`src/rtl/drink_pkg.sv`:
```
// rtl/drink_pkg.sv - shared types, op encodings and default prices for the drink vending controller
package drink_pkg;

   typedef logic [3:0] coin_t;

   localparam logic [1:0] OP_AGUA    = 2'b00;
   localparam logic [1:0] OP_FANTA   = 2'b01;
   localparam logic [1:0] OP_GUARANA = 2'b10;
   localparam logic [1:0] OP_INVALID = 2'b11;

   localparam coin_t DEF_PRICE_AGUA    = 4'd4;
   localparam coin_t DEF_PRICE_FANTA   = 4'd6;
   localparam coin_t DEF_PRICE_GUARANA = 4'd5;
   localparam coin_t COIN_MAX          = 4'd15;

   typedef enum logic [1:0] {
      IDLE     = 2'd0,
      DISPENSE = 2'd1,
      REFUND   = 2'd2
   } state_t;

endpackage

```
`src/rtl/drink_rise_detect.sv`:
```
// rtl/drink_rise_detect.sv - rising-edge detector: one history register and an AND
module rise_detect (
   input  logic clk,
   input  logic rst,
   input  logic d_i,
   output logic ev_o
);

   logic d_q;

   always_ff @(posedge clk or posedge rst) begin
      if (rst) d_q <= 1'b0;
      else     d_q <= d_i;
   end

   assign ev_o = d_i & ~d_q;

endmodule

```
`src/rtl/drink.sv`:
```
// rtl/drink.sv - coin-operated drink vending controller (top)
// Optional: DRINK_OVERFLOW_REFUND_EN refunds a coin inserted at full balance.
module drink
   import drink_pkg::*;
#(
   parameter coin_t PRICE_AGUA    = DEF_PRICE_AGUA,
   parameter coin_t PRICE_FANTA   = DEF_PRICE_FANTA,
   parameter coin_t PRICE_GUARANA = DEF_PRICE_GUARANA
) (
   input  logic       clk,
   input  logic       rst,
   input  logic       confirma,
   input  logic       moeda,
   input  logic [1:0] op,
   output logic       entrega_agua,
   output logic       entrega_fanta,
   output logic       entrega_guarana,
   output logic       sinal_devolve,
   output logic [3:0] troco,
   output logic [3:0] saldo
);

   logic   coin_ev, conf_ev;
   state_t state_q, state_d;
   coin_t  saldo_q, saldo_d, troco_q, troco_d;
   logic   agua_q, agua_d, fanta_q, fanta_d, guarana_q, guarana_d, devolve_q, devolve_d;
   coin_t  price;
   logic   op_valid;
   coin_t  saldo_inc;

   rise_detect u_coin_rd (.clk(clk), .rst(rst), .d_i(moeda),    .ev_o(coin_ev));
   rise_detect u_conf_rd (.clk(clk), .rst(rst), .d_i(confirma), .ev_o(conf_ev));

   always_comb begin
      price    = PRICE_AGUA;
      op_valid = 1'b1;
      case (op)
         OP_AGUA:    price = PRICE_AGUA;
         OP_FANTA:   price = PRICE_FANTA;
         OP_GUARANA: price = PRICE_GUARANA;
         default:    op_valid = 1'b0;
      endcase
   end

   // Coins beyond the 4-bit range are dropped rather than wrapping to zero
   assign saldo_inc = (saldo_q == COIN_MAX) ? saldo_q : saldo_q + 4'd1;

   always_comb begin
      state_d   = state_q;
      saldo_d   = saldo_q;
      troco_d   = '0;
      agua_d    = 1'b0;
      fanta_d   = 1'b0;
      guarana_d = 1'b0;
      devolve_d = 1'b0;
      case (state_q)
         IDLE: begin
            if (conf_ev) begin
               // Transaction uses the pre-coin balance; a simultaneous coin starts the next one
               saldo_d = coin_ev ? 4'd1 : 4'd0;
               if (op_valid && saldo_q >= price) begin
                  state_d   = DISPENSE;
                  troco_d   = saldo_q - price;
                  agua_d    = (op == OP_AGUA);
                  fanta_d   = (op == OP_FANTA);
                  guarana_d = (op == OP_GUARANA);
               end else begin
                  state_d   = REFUND;
                  troco_d   = saldo_q;
                  devolve_d = 1'b1;
               end
            end else if (coin_ev) begin
`ifdef DRINK_OVERFLOW_REFUND_EN
               if (saldo_q == COIN_MAX) begin
                  state_d   = REFUND;
                  troco_d   = 4'd1;
                  devolve_d = 1'b1;
               end else begin
                  saldo_d = saldo_inc;
               end
`else
               saldo_d = saldo_inc;
`endif
            end
         end
         DISPENSE, REFUND: begin
            state_d = IDLE;
            if (coin_ev) saldo_d = saldo_inc;
         end
         default: state_d = IDLE;
      endcase
   end

   always_ff @(posedge clk or posedge rst) begin
      if (rst) begin
         state_q   <= IDLE;
         saldo_q   <= '0;
         troco_q   <= '0;
         agua_q    <= 1'b0;
         fanta_q   <= 1'b0;
         guarana_q <= 1'b0;
         devolve_q <= 1'b0;
      end else begin
         state_q   <= state_d;
         saldo_q   <= saldo_d;
         troco_q   <= troco_d;
         agua_q    <= agua_d;
         fanta_q   <= fanta_d;
         guarana_q <= guarana_d;
         devolve_q <= devolve_d;
      end
   end

   assign entrega_agua    = agua_q;
   assign entrega_fanta   = fanta_q;
   assign entrega_guarana = guarana_q;
   assign sinal_devolve   = devolve_q;
   assign troco           = troco_q;
   assign saldo           = saldo_q;

endmodule

```
`config.mk`:
```
export PLATFORM = sky130hd
export DESIGN_NAME = drink
export DESIGN_NICKNAME = d
export VERILOG_FILES = /design/src/rtl/drink_pkg.sv /design/src/rtl/drink_rise_detect.sv /design/src/rtl/drink.sv
export SDC_FILE = /design/constraint.sdc
export NUM_CORES = 1
export LEC_CHECK = 0
export CAP_MARGIN = 20
export CORE_AREA = 5 5 49 51
export CTS_CLUSTER_SIZE = 30
export DETAILED_ROUTE_END_ITERATION = 16
export DIE_AREA = 0 0 54 56
export GPL_ROUTABILITY_DRIVEN = 1
export PLACE_DENSITY = 0.72
export SETUP_SLACK_MARGIN = 0.15
export SYNTH_ARGS = -nofsm -noshare
export SYNTH_HDL_FRONTEND = slang
export SYNTH_SLANG_ARGS = --single-unit
```
`constraint.sdc`:
```
create_clock -name clk -period 2.2 [get_ports clk]
set_input_delay 0.55 -clock clk [delete_from_list [all_inputs] [get_ports clk]]
set_output_delay 0.55 -clock clk [all_outputs]
set_load 0.03 [all_outputs]
```
==> impl_metrics.yaml <==
sta:
  setup_viol: 0
  period_needed_ns: 1.99
  slew_headroom_pct: 60.4
  setup_ws_ns: 0.212
  hold_viol: 0
  finalCritPeriodShare_pct: 90.3
  slew_violations: 0
  rsz0062_at_grt: "false"
  fmax_mhz: 503
  max_slew.worst_pin.slew_ns: 0.594
  fin_skew_ns: 0.00931
clock_network:
  ctsHoldBuffers: 0
  clkTransAtPathRegs_ns: 0.10
  cts_tree: "yes"
  clkSinkCount: 16
  root_buffer: "clkbuf_4"
  clock_path_buffers: 2
  clkLatencyLatePin_ns: 0.28
  cts.htree.levels: 1
  cts_buffers: 3
detailed_routing:
  drt_iter0_markers: 4
  drt_wl_total_mm: 1.63
  drt_pass1_iterations: 4
  via_per_inst: 5.10
  drc: 0
  vias: 668
  ant_nets: 0
  wl_per_cell_um: 12.4
synth:
  syn_inst: 80
  yosys_warnings: 0
  synth_edf_count: 0
  ys_types: 30
  synth_top_cell_area_share_pct: 47.1
  synth_seq_cells: 16
  synth_common_cells: "dfrtp_1 (16), nor2_1 (10), inv_1 (7)"
  ys_seq_area_share_pct: 47.1
  yosysMostFrequentCell: "dfrtp_1"
  async_flop_share_pct: 100
  syn_area_per_cell_um2: 10.6
  synthTopCellsByArea: "dfrtp_1 (47%), ha_1 (7.4%), mux2i_1 (5.9%), nor2_1 (4.4%), a21oi_1 (3.5%)"
  synth.cell_area_um2: 851
  synth_top_flop_cell: "dfrtp_1"
  yosysTopAreaCell: "dfrtp_1"
  synth_nets: 92
grt:
  grt_first_pass_wirelength_mm: 2.81
  grt_max_degree: 17
  gr-total-overflow: 0
  grt_antenna_before_repair: 0
  grt_usage_pct: 12.2
  first_global_vias: 700
finish:
  nets: 117
  antenna_cells: 0
  drive_above_1_share_pct: 22.1
  syn_to_final_growth_pct: 32.6
  final_cell_count_no_fill: 131
power_and_ir_drop:
  powerDensity_nw_per_um2: 963
  leakage_nw: 0.528
  ir_drop_mv: 0.704
place:
  portBuffers: 17
  place.gp.congestion: 0.814
  place_inst: 124
  hpwl_mm: 1.24
  dp_slack_ns: -0.435
outcome:
  status: "completed"
floorplan:
  die_h_um: 56
  num_io_pins: 18
  dieArea_um2: 3020
  start_util_pct: 44.7
  core-area_um2: 1900
  placementRows: 16
  die_x_um: 54
hold_path:
  min_path_type: "input pin to register"
job:
  cap_violations: 0
setup_path:
  arrival_ns: 2.21
  path_class: "input pin to register"
  endpoint_kind: "register"
  startpoint_type: "input pin"
  cp_max_fo: 7
  cp.required_ns: 2.43
==> cells by family (layout without fill, tap and decap cells) <==
| family | count (synthesis) | count (layout) | share of synthesized area [%] |
|---|---|---|---|
| DFF | 16 | 16 | 47.1 |
| and+or+nand+nor | 27 | 27 | 16.6 |
| adders and majority gates | 6 | 6 | 9.71 |
| AOI/OAI and AO/OA | 15 | 15 | 12.9 |
| buffers and inverters | 9 | 33 | 5.00 |
| muxes | 6 | 6 | 7.65 |
| xor gates and xnor gates | 1 | 1 | 1.03 |
==> registers in the layout, summed over array words and instances (netlist names) <==
name	count
saldo	4
troco	4
state_q	2
entrega_agua	1
entrega_fanta	1
entrega_guarana	1
sinal_devolve	1
u_coin_rd.d_q	1
u_conf_rd.d_q	1
==> area by class of cell <==
cell class              count  area (um2)
fillers                   161         773
multi-input cells          55         433
inverters                   7        26.3
clock buffers               4        36.3
flip-flops and latches     16         400
repair buffers             22         199
well taps                  27        33.8
==> worst max-delay path, cell delays in order <==
cell and delay (ns):
clkdlybuf4s15_1 0.18, nor2b_4 0.14, ha_2 0.18, inv_2 0.04, fa_2 0.33, a21o_1 0.18, o21a_4 0.23, mux2_4 0.30
nor2_2 0.07
==> placed cells by master (no fill, tap or decap), types with 2 or more instances in the layout <==
cell type,netlist,final
o21ai_0,2,2
inv_2,0,2
nor2_1,10,10
inv_1,7,5
mux2i_1,5,5
clkdlybuf4s50_1,0,12
dlygate4sd2_1,0,3
nor2b_1,4,3
buf_4,0,5
ha_1,5,4
a21oi_1,6,6
dfrtp_1,16,16
nand4_1,2,2
nand2_1,2,2
clkbuf_4,0,3
==> stage by stage <==
step | hold slack [ns] | area (um2) | util (%) | setup TNS (ns) | power (mW)
5_1_grt | 0.546 | 1130 | 59.3 | 0 | 1.17
3_3_place_gp | 0.571 | 1060 | 55.8 | -2.06 | 0.875
6_report | 0.544 | 1130 | 59.3 | 0 | 1.09
3_5_place_dp | 0.567 | 1060 | 55.8 | -2.57 | 0.888
4_1_cts | 0.584 | 1120 | 58.7 | 0 | 1.09
2_1_floorplan | 0.464 | 858 | - | 0 | 0.742
==> per-layer routing <==
layer	up-vias	routed length, um	GRT usage (%)
li1	326	-	-
met3	2	85	2.41
met2	18	788	20.1
met5	-	0	0
met4	0	12	5.69
met1	322	741	14.7
==> power by group <==
part	total, mW	internal, mW	switching, mW
sequential	0.410	0.344	0.0661
combinational	0.485	0.220	0.265
clock	0.192	0.101	0.0910
==> timing repair <==
action / in CTS / in global routing
pin swaps: 2 / 1
buffers inserted: 2 / 1
endpoints found under the setup margin: 12 / 7
gates resized for setup: 8 / 5
==> worst paths after layout <==
check | start | end | slack [ns] | cells past startpoint
setup / recovery | op[1] | troco[0] | 0.21 | 9
hold / removal | op[0] | entrega_agua | 0.54 | 2
max in group asynchronous | rst | state_q[0] | 1.18 | 2
setup reg to reg | saldo[0] | troco[0] | 0.26 | 8
min in group asynchronous | rst | entrega_fanta | 0.63 | 2
hold reg to reg | u_coin_rd.d_q | saldo[0] | 0.57 | 2
(Power assumes the default switching activity.)
